$ cat config.mk
export PLATFORM = sky130hd
export DESIGN_NAME = alu_seq_flat
export DESIGN_NICKNAME = d
export VERILOG_FILES = /design/src/rtl/alu_seq_if.sv /design/src/rtl/alu_seq.sv /design/src/flat_wrapper.sv
export SDC_FILE = /design/constraint.sdc
export NUM_CORES = 1
export LEC_CHECK = 0
export BUFFER_PORTS_ARGS = -buffer_cell sky130_fd_sc_hd__buf_4
export CAP_MARGIN = 20
export CELL_PAD_IN_SITES_DETAIL_PLACEMENT = 0
export CELL_PAD_IN_SITES_GLOBAL_PLACEMENT = 2
export CORE_MARGIN = 5
export CORE_UTILIZATION = 37
export CTS_CLUSTER_DIAMETER = 80
export DETAILED_ROUTE_END_ITERATION = 7
export PLACE_DENSITY = 0.83
export RECOVER_POWER = 25
export REMOVE_ABC_BUFFERS = 1
export SYNTH_ARGS = -nofsm -noshare
export SYNTH_HDL_FRONTEND = slang
export SYNTH_SLANG_ARGS = --single-unit
$ cat constraint.sdc
create_clock -name clk -period 5.6 [get_ports clk]
set_input_delay 1.12 -clock clk [delete_from_list [all_inputs] [get_ports clk]]
set_output_delay 1.12 -clock clk [all_outputs]
set_load 0.01 [all_outputs]
$ cat src/rtl/alu_seq_if.sv
// Request/response bundle between the register-file read side, alu_seq and write-back.
// Handshake: a transfer happens on a rising clk edge where valid and ready are both high; ready may depend combinationally on the peer's ready.
interface alu_seq_if #(parameter int WIDTH = 16);
  logic             in_valid;
  logic             in_ready;
  logic [3:0]       operation;
  logic [WIDTH-1:0] operand1;
  logic [WIDTH-1:0] operand2;
  logic             out_valid;
  logic             out_ready;
  logic [WIDTH-1:0] result;
  logic [2:0]       flags_out;
  logic             flags_load;
  logic [2:0]       flags_in;
  logic             busy;

  modport master (
    output in_valid, operation, operand1, operand2, out_ready, flags_load, flags_in,
    input  in_ready, out_valid, result, flags_out, busy
  );

  modport slave (
    input  in_valid, operation, operand1, operand2, out_ready, flags_load, flags_in,
    output in_ready, out_valid, result, flags_out, busy
  );
endinterface

$ cat src/rtl/alu_seq.sv
// Registered ALU with internal C/Z/N flags, valid/ready on both sides and bit-serial shifts.
// Flags are packed {N, Z, C}.
module alu_seq #(
  parameter int WIDTH = 16,
  parameter int SHW   = $clog2(WIDTH)
) (
  input  logic       clk,
  input  logic       reset_b,
  alu_seq_if.slave   bus,
  output logic [1:0] dbg_state
);

  typedef enum logic [1:0] {S_IDLE = 2'd0, S_SHIFT = 2'd1, S_DONE = 2'd2} state_t;

  localparam logic [3:0] OP_ADD  = 4'b0000;
  localparam logic [3:0] OP_SETC = 4'b0001;
  localparam logic [3:0] OP_SUB  = 4'b0010;
  localparam logic [3:0] OP_AND  = 4'b0011;
  localparam logic [3:0] OP_NOT  = 4'b0100;
  localparam logic [3:0] OP_PAS1 = 4'b0101;
  localparam logic [3:0] OP_PAS2 = 4'b0110;
  localparam logic [3:0] OP_CLRC = 4'b0111;
  localparam logic [3:0] OP_SHL  = 4'b1000;
  localparam logic [3:0] OP_SHR  = 4'b1001;
  localparam logic [3:0] OP_ADC  = 4'b1010;

  state_t           state;
  logic [WIDTH-1:0] result_q;
  logic [2:0]       flags_q;
  logic             out_valid_q;
  logic             busy_q;
  logic [WIDTH-1:0] shreg;
  logic [SHW-1:0]   cnt;
  logic             dir_right;

  logic             accept;
  logic             is_shift;
  logic [SHW-1:0]   amt;
  logic [WIDTH:0]   add_full;
  logic [WIDTH-1:0] alu_res;
  logic             alu_c;
  logic             alu_zn;
  logic [2:0]       alu_flags;
  logic [WIDTH-1:0] shifted;
  logic             shift_c;

  assign bus.in_ready  = (state == S_IDLE) || ((state == S_DONE) && bus.out_ready);
  assign accept        = bus.in_valid && bus.in_ready;
  assign bus.out_valid = out_valid_q;
  assign bus.result    = result_q;
  assign bus.flags_out = flags_q;
  assign bus.busy      = busy_q;
  assign dbg_state     = state;

  assign amt      = bus.operand2[SHW-1:0];
  assign is_shift = (bus.operation == OP_SHL) || (bus.operation == OP_SHR);

  // ADC adds the carry as it stands in the register at accept time.
  assign add_full = {1'b0, bus.operand1} + {1'b0, bus.operand2}
                  + {{WIDTH{1'b0}}, (bus.operation == OP_ADC) & flags_q[0]};

  always_comb begin
    alu_res = '0;
    alu_c   = flags_q[0];
    alu_zn  = 1'b0;
    case (bus.operation)
      OP_ADD, OP_ADC: begin alu_res = add_full[WIDTH-1:0]; alu_c = add_full[WIDTH]; alu_zn = 1'b1; end
      OP_SETC:        begin alu_res = bus.operand1; alu_c = 1'b1; end
      OP_SUB:         begin alu_res = bus.operand1 - bus.operand2;
                            alu_c = (bus.operand1 < bus.operand2); alu_zn = 1'b1; end
      OP_AND:         begin alu_res = bus.operand1 & bus.operand2; alu_zn = 1'b1; end
      OP_NOT:         begin alu_res = ~bus.operand1; alu_zn = 1'b1; end
      OP_PAS1:        alu_res = bus.operand1;
      OP_PAS2:        alu_res = bus.operand2;
      OP_CLRC:        begin alu_res = bus.operand1; alu_c = 1'b0; end
      OP_SHL, OP_SHR: begin alu_res = bus.operand1; alu_zn = 1'b1; end  // zero-amount shift only
      default:        alu_res = '0;
    endcase
    alu_flags    = flags_q;
    alu_flags[0] = alu_c;
    if (alu_zn) begin
      alu_flags[1] = (alu_res == '0);
      alu_flags[2] = alu_res[WIDTH-1];
    end
  end

  always_comb begin
    shifted = dir_right ? (shreg >> 1) : (shreg << 1);
    shift_c = dir_right ? shreg[0] : shreg[WIDTH-1];
  end

  always_ff @(posedge clk or negedge reset_b) begin
    if (!reset_b) begin
      state       <= S_IDLE;
      result_q    <= '0;
      flags_q     <= '0;
      out_valid_q <= 1'b0;
      busy_q      <= 1'b0;
      shreg       <= '0;
      cnt         <= '0;
      dir_right   <= 1'b0;
    end else begin
      if (accept) begin
        if (is_shift && (amt != '0)) begin
          shreg       <= bus.operand1;
          cnt         <= amt;
          dir_right   <= bus.operation[0];
          state       <= S_SHIFT;
          busy_q      <= 1'b1;
          out_valid_q <= 1'b0;
        end else begin
          result_q    <= alu_res;
          flags_q     <= alu_flags;
          state       <= S_DONE;
          busy_q      <= 1'b0;
          out_valid_q <= 1'b1;
        end
      end else begin
        case (state)
          S_SHIFT: begin
            shreg <= shifted;
            cnt   <= cnt - SHW'(1);
            if (cnt == SHW'(1)) begin
              result_q    <= shifted;
              flags_q     <= {shifted[WIDTH-1], (shifted == '0), shift_c};
              state       <= S_DONE;
              busy_q      <= 1'b0;
              out_valid_q <= 1'b1;
            end
          end
          S_DONE: begin
            if (bus.out_ready) begin
              state       <= S_IDLE;
              out_valid_q <= 1'b0;
            end
          end
          default: ;
        endcase
      end
      // An explicit flags load wins over any commit on the same edge.
      if (bus.flags_load) flags_q <= bus.flags_in;
    end
  end

endmodule

$ cat src/flat_wrapper.sv
// flat-port wrapper written by rule: the top's interface ports become plain ports
module alu_seq_flat 
#(
  parameter int WIDTH = 16,
  parameter int SHW   = $clog2(WIDTH)
)
  (clk, reset_b, dbg_state, bus_in_valid, bus_operation, bus_operand1, bus_operand2, bus_out_ready, bus_flags_load, bus_flags_in, bus_in_ready, bus_out_valid, bus_result, bus_flags_out, bus_busy);
  alu_seq_if #(.WIDTH(WIDTH)) bus_i ();
  input  logic clk;
  input  logic reset_b;
  output logic [1:0] dbg_state;
  input wire logic [$bits(bus_i.in_valid)-1:0] bus_in_valid;
  input wire logic [$bits(bus_i.operation)-1:0] bus_operation;
  input wire logic [$bits(bus_i.operand1)-1:0] bus_operand1;
  input wire logic [$bits(bus_i.operand2)-1:0] bus_operand2;
  input wire logic [$bits(bus_i.out_ready)-1:0] bus_out_ready;
  input wire logic [$bits(bus_i.flags_load)-1:0] bus_flags_load;
  input wire logic [$bits(bus_i.flags_in)-1:0] bus_flags_in;
  output wire logic [$bits(bus_i.in_ready)-1:0] bus_in_ready;
  output wire logic [$bits(bus_i.out_valid)-1:0] bus_out_valid;
  output wire logic [$bits(bus_i.result)-1:0] bus_result;
  output wire logic [$bits(bus_i.flags_out)-1:0] bus_flags_out;
  output wire logic [$bits(bus_i.busy)-1:0] bus_busy;
  assign bus_i.in_valid = bus_in_valid;
  assign bus_i.operation = bus_operation;
  assign bus_i.operand1 = bus_operand1;
  assign bus_i.operand2 = bus_operand2;
  assign bus_i.out_ready = bus_out_ready;
  assign bus_i.flags_load = bus_flags_load;
  assign bus_i.flags_in = bus_flags_in;
  assign bus_in_ready = bus_i.in_ready;
  assign bus_out_valid = bus_i.out_valid;
  assign bus_result = bus_i.result;
  assign bus_flags_out = bus_i.flags_out;
  assign bus_busy = bus_i.busy;
  alu_seq #(.WIDTH(WIDTH), .SHW(SHW)) u_core (.clk(clk), .reset_b(reset_b), .bus(bus_i), .dbg_state(dbg_state));
endmodule
==> results.txt, run 1 <==
register area = 0.00108 mm²
initial antenna violation count = 0
CP Launch Type = input port
fmax = 236 MHz
Slew Viols, Final = 44
# IOs = 68
GR Layer Usage met2 = 32.7%
share of layout cells above drive strength 1 = 14.8%
Bufs and invs on worst path = 1
Worst Setup Slack, final = 1.37 ns
Die Footprint = 0.0159 mm²
Area Overhead vs Synth = 14.2%
Setup Skew = 0.00369 ns
CTS tree = done
area occupied by multi-input gates = 0.00357 mm²
DRT Pass-1 Iters = 5
hold path depth = 1
Cell variety after synth = 81
status = complete, but fails checks
via count = 5155
critical path class = in -> reg
total inserted antenna cells = 0
failing checks = max-capacitance violations, max-slew violations
clk_lat worst skew = 0.29 ns
dpl ws = 1.12 ns
dpl hpwl = 13100 µm
Worst R2R Path Depth = 13
R2R setup slack = 2.14 ns
H-Tree Depth = 2
CP Data Arrival Time = 4.42 ns
P per Cell Area = 329 mW/mm²
class of the worst hold path = reg -> reg
crit path cell chain = buf_4, nand2b_1, nor3_1, fa_1, fa_1, nor2b_1, o21ai_1, a311o_1, a31oi_4, a221oi_2, o211ai_1, a32oi_2, nand4_1, o41ai_2
Setup crit end = u_core.bus.flags_out[1]$_DFFE_PN0P_
Reg clk slew, reported paths = 0.06 ns
gr usage total = 20.7%
crit path max fanout = 27
number of synthesized flops with an enable pin = 0
CP max stage cell = fa_1
Critical Path RT = 5.78 ns
cts hold-fix bufs = 0
critical path endpoint category = flip-flop
global placer's final weighted congestion = 0.902
final-report setup violation count = 0
wirelength, routed = 16900 µm
Starting Density = 37.7%
#FFs+latches synth = 43
gr busiest metal = met2
WL per Instance = 19.4 µm
Detail Route Antenna Nets = 0
M1 GR Usage = 30.5%
most frequent CP cell = fa_1
yosys warns = 0
CTS resizes = 0
Critical Path Max Stage Delay = 0.42 ns
gr ovfl total = 0
fillcell total = 1403
# DRC = 0
Die X = 126 µm
clk root buf = clkbuf_16
global-route wire length before repair = 26600 µm
setup TNS = 0 ns
Rel. slew slack = -59.7%
Pleak = 0.00249 µW
post-synthesis cell count = 660
met3 GRT Util = 1.78%
Std-Cell Core Area = 0.0132 mm²
vias in the first global route = 4762
Mapped Area = 0.00499 mm²
row count = 42
Power Total = 1870 µW
final hold vios = 0
Setup Buffers After CTS = 0
Die Y = 126 µm
fin crit period = 4.23 ns
max-cap violations = 1
RSZ-0062 raised after global routing = false
sequential-to-total area share from yosys stat = 21.5%
Worst IR Drop VDD = 0.000135 V
clk buf depth = 2
Tightest Pin Transition = 2.40 ns
Core Util, Final = 43.1%
Worst R2R End = u_core.bus.flags_out[1]$_DFFE_PN0P_
CP delay by family, top = compound AO/OA/AOI/OAI gates
Via density = 5.90
worst hold slack = 0.491 ns
nets = 782
CP Launch Point = bus_operation[1]
synthesized area per cell = 7.57 µm²
Reg2Reg Launch Point = u_core.bus.flags_out[0]$_DFFE_PN0P_
Top FF cell, synth = dfrtp_1
Synth async-reset ratio = 100%
number of DRC markers in iteration 0 = 470
number of cells on the critical path = 14
CTS Buf Count = 5
clock sinks = 43
final worst-path cycle share = 75.6%
Port Buffers = 67
pin count of the biggest net entering global routing = 53
power by group:
part | switching, µW | leakage [µW] | internal (µW)
combinational | 559 | 0.00194 | 437
sequential | 152 | 0.000488 | 453
clock | 112 | 0.0000628 | 160
total | 823 | 0.00249 | 1050
worst register-to-register path, delay by kind of cell (launching register included):
family          cells  cell delay [ns]
buf+inv             1             0.07
simple gates        3             0.35
fa+ha+maj           2             0.83
compound gates      7             1.72
flops               1             0.41
through the flow:
step           cell area, µm²  cells
2_1_floorplan            4780    618
3_3_place_gp             5550    866
3_5_place_dp             5550    866
4_1_cts                  5680    872
5_1_grt                  5700    873
6_report                 5700    873
per-layer routing:
metal	wire, µm	part of all wire (%)
met5	0	0
met4	239	1.4
met3	822	4.9
met2	7600	45
met1	8260	49
placed cells by master (no fill, tap or decap), types with 4 or more instances in the layout:
cell type	count
nor2_1	73
buf_4	71
a21oi_1	65
nand2_1	59
o21ai_0	51
dfrtp_1	43
inv_1	39
ha_1	37
mux2i_1	16
nand2b_1	15
nor3_1	15
nor2b_1	14
and3_1	10
a22oi_1	10
a21o_1	9
a211o_1	8
nand3_1	8
a221o_1	7
o211ai_1	7
o221ai_1	6
nor4_1	5
o21ai_1	5
o21bai_1	5
o21a_1	5
a221oi_1	5
o31ai_1	5
a31oi_1	5
clkbuf_16	5
xor2_1	4
mux2_2	4
o22ai_1	4
a2111oi_0	4
nand4_1	4
area by class of cell:
type / instances / share of cell area [%]
Inverter: 39 / 2.57
Tap cell: 176 / 3.86
Sequential cell: 43 / 18.9
Timing Repair Buffer: 73 / 9.90
Multi-Input combinational cell: 536 / 62.5
Clock buffer: 6 / 2.26
cells by family after synthesis:
logic type,after synthesis,synth area share (%)
AO/OA/AOI/OAI,242,33.4
AND/OR/NAND/NOR,227,22.0
buffers and inverters,81,7.26
flip-flops,43,21.5
adder cells (fa/ha/maj),40,10.5
multiplexers,20,4.11
XOR/XNOR,7,1.23
synth_stat cells, drive strengths merged, types with 8 or more instances:
cell / number / area [µm²]
nor2: 73 / 274
nor2b: 14 / 87.6
buf: 20 / 134
a211o: 8 / 70.1
a22oi: 10 / 75.1
dfrtp: 43 / 1080
a21oi: 66 / 334
nand2b: 16 / 103
a21o: 9 / 67.6
nand2: 59 / 221
clkbuf: 22 / 82.6
o21ai: 56 / 280
and3: 10 / 62.6
mux2i: 16 / 160
nand3: 8 / 40.0
inv: 39 / 146
ha: 37 / 463
nor3: 18 / 95.1
worst min-delay path by stage:
stage	endpoint	slack, ns	start
floorplan	u_core.cnt[3]$_DFFE_PN0P_	0.52	u_core.cnt[3]$_DFFE_PN0P_
finish	u_core.bus.result[15]$_DFFE_PN0P_	0.49	u_core.bus.result[15]$_DFFE_PN0P_
global route	u_core.bus.result[4]$_DFFE_PN0P_	0.55	u_core.bus.result[4]$_DFFE_PN0P_
detailed placement	u_core.bus.result[15]$_DFFE_PN0P_	0.49	u_core.bus.result[15]$_DFFE_PN0P_
CTS	u_core.bus.result[15]$_DFFE_PN0P_	0.50	u_core.bus.result[15]$_DFFE_PN0P_
global placement	u_core.bus.result[15]$_DFFE_PN0P_	0.48	u_core.bus.result[15]$_DFFE_PN0P_
flip-flops by register name, summed over array words and instances, names as in the netlist:
| name | cells |
|---|---|
| u_core.bus.busy | 1 |
| u_core.dir_right | 1 |
| u_core.bus.flags_out | 3 |
| u_core.dbg_state | 1 |
| u_core.cnt | 4 |
| u_core.bus.out_valid | 1 |
| u_core.shreg | 16 |
| u_core.bus.result | 16 |
Power figures use the tool's default switching activity.
==> run 2: changes to the inputs <==
- CORE_UTILIZATION: 37 -> 31
- PLACE_DENSITY: 0.83 -> 0.74
- clock period: 5.6 -> 3.8 ns (I/O delays scaled with it)
==> results.txt, run 2 (synthesized netlist as in run 1, its figures left out) <==
final hold vios = 0
wirelength, routed = 18100 µm
DRT Pass-1 Iters = 5
status = complete, but fails checks
CP Launch Point = bus_operation[3]
final-report setup violation count = 0
global placer's final weighted congestion = 0.902
crit path max fanout = 3
max-cap violations = 1
clk buf depth = 2
clk root buf = clkbuf_16
clk_lat worst skew = 0.29 ns
Critical Path Max Stage Delay = 0.45 ns
fin crit period = 3.56 ns
# DRC = 0
share of layout cells above drive strength 1 = 19.3%
class of the worst hold path = reg -> reg
via count = 5288
Setup Skew = 0.00837 ns
worst hold slack = 0.491 ns
HP Start = u_core.bus.result[15]$_DFFE_PN0P_
vias in the first global route = 5099
Rel. slew slack = -61.2%
critical path class = in -> reg
CP Data Arrival Time = 3.75 ns
gr usage total = 19.2%
CTS Buf Count = 5
Setup Buffers After CTS = 0
Starting Density = 31.6%
Die X = 137 µm
WL per Instance = 19.1 µm
initial antenna violation count = 0
crit path cell chain = buf_4, nand2b_1, nor3_1, fa_1, fa_1, nor2b_2, o21ai_2, and3_1, xnor2_1, a221oi_1, nand4b_1, nor3_1, nand4_1, o41ai_2
pin count of the biggest net entering global routing = 52
Reg2Reg Launch Point = u_core.bus.flags_out[0]$_DFFE_PN0P_
# IOs = 68
Pleak = 0.00268 µW
hold endpoint = u_core.bus.result[15]$_DFFE_PN0P_
final worst-path cycle share = 93.6%
cts hold-fix bufs = 0
fmax = 281 MHz
hold path depth = 1
most common cell after layout, fill and taps aside = buf_4
placed cells = 942
Worst R2R Path Depth = 13
Worst R2R End = u_core.bus.flags_out[1]$_DFFE_PN0P_
Tightest Pin Transition = 2.42 ns
gr ovfl total = 0
failing checks = max-capacitance violations, max-slew violations
Area Overhead vs Synth = 21.2%
final cell count without fillers = 950
commonest cells after routing, fill and taps aside = buf_4, nor2_1, a21oi_1, nand2_1, o21ai_0
CTS tree = done
Critical Path RT = 3.99 ns
number of DRC markers in iteration 0 = 439
R2R setup slack = 0.46 ns
Detail Route Antenna Nets = 0
global-route wire length before repair = 28200 µm
CTS resizes = 0
Std-Cell Core Area = 0.0158 mm²
total inserted antenna cells = 0
critical path endpoint category = flip-flop
Worst IR Drop VDD = 0.000241 V
row count = 46
P per Cell Area = 482 mW/mm²
clock sinks = 43
Port Buffers = 67
Die Y = 137 µm
Reg clk slew, reported paths = 0.07 ns
setup TNS = 0 ns
Die Footprint = 0.0188 mm²
CP max stage cell = a221oi_1
CP Launch Type = input port
nets = 817
Slew Viols, Final = 44
Via density = 5.57
RSZ-0062 raised after global routing = false
dpl hpwl = 14400 µm
H-Tree Depth = 2
fillcell total = 1694
## run 2: through the flow
step	utilization, %	cell area, µm²	setup slack [ns]	total power (µW)
detailed placement	37.1	5860	-0.156	2410
CTS	38.2	6040	0.132	2930
global route	38.2	6050	0.0199	3160
finish	38.2	6050	0.242	2920
floorplan	-	4780	0.257	1780
global placement	37.1	5860	-0.137	2400
## run 2: how the worst max path moves through the flow
stage | end | slack (ns) | cells after the start
after floorplan | u_core.bus.flags_out[1]$_DFFE_PN0P_ | 0.26 | 13
after global placement | u_core.bus.flags_out[1]$_DFFE_PN0P_ | -0.14 | 14
after detailed placement | u_core.bus.flags_out[1]$_DFFE_PN0P_ | -0.16 | 14
after CTS | u_core.bus.flags_out[1]$_DFFE_PN0P_ | 0.13 | 14
after global routing | u_core.bus.flags_out[1]$_DFFE_PN0P_ | 0.02 | 14
final | u_core.bus.flags_out[1]$_DFFE_PN0P_ | 0.24 | 14
## run 2: area by class of cell
type | count | area, µm² | area share, %
clock buffer | 6 | 139 | 2.29
clock inverter | 2 | 35.0 | 0.579
inverter | 39 | 146 | 2.42
multi-input combinational | 536 | 3580 | 59.1
sequential | 43 | 1080 | 17.8
tap | 216 | 270 | 4.47
timing repair buffer | 108 | 807 | 13.3
## run 2: per-layer routing
layer	part of all wire, %	global-route usage [%]	vias to the layer above	wire length (µm)
met5	0	0	-	0
met2	46	31.9	153	8350
li1	-	-	2577	-
met1	46	26.2	2537	8380
met3	5.7	2.68	21	1030
met4	2.1	5.27	0	379
## run 2: where the power goes
| group | switching, µW | internal, µW | total, µW |
|---|---|---|---|
| clock | 179 | 327 | 506 |
| combinational | 837 | 679 | 1520 |
| sequential | 226 | 668 | 893 |
## run 2: worst max-delay path, delay by kind of cell
| family | cells | cell delay, ns |
|---|---|---|
| xor+xnor | 1 | 0.07 |
| fa+ha+maj | 2 | 0.81 |
| simple gates | 7 | 1.04 |
| buf+inv | 1 | 0.14 |
| compound gates | 3 | 0.93 |
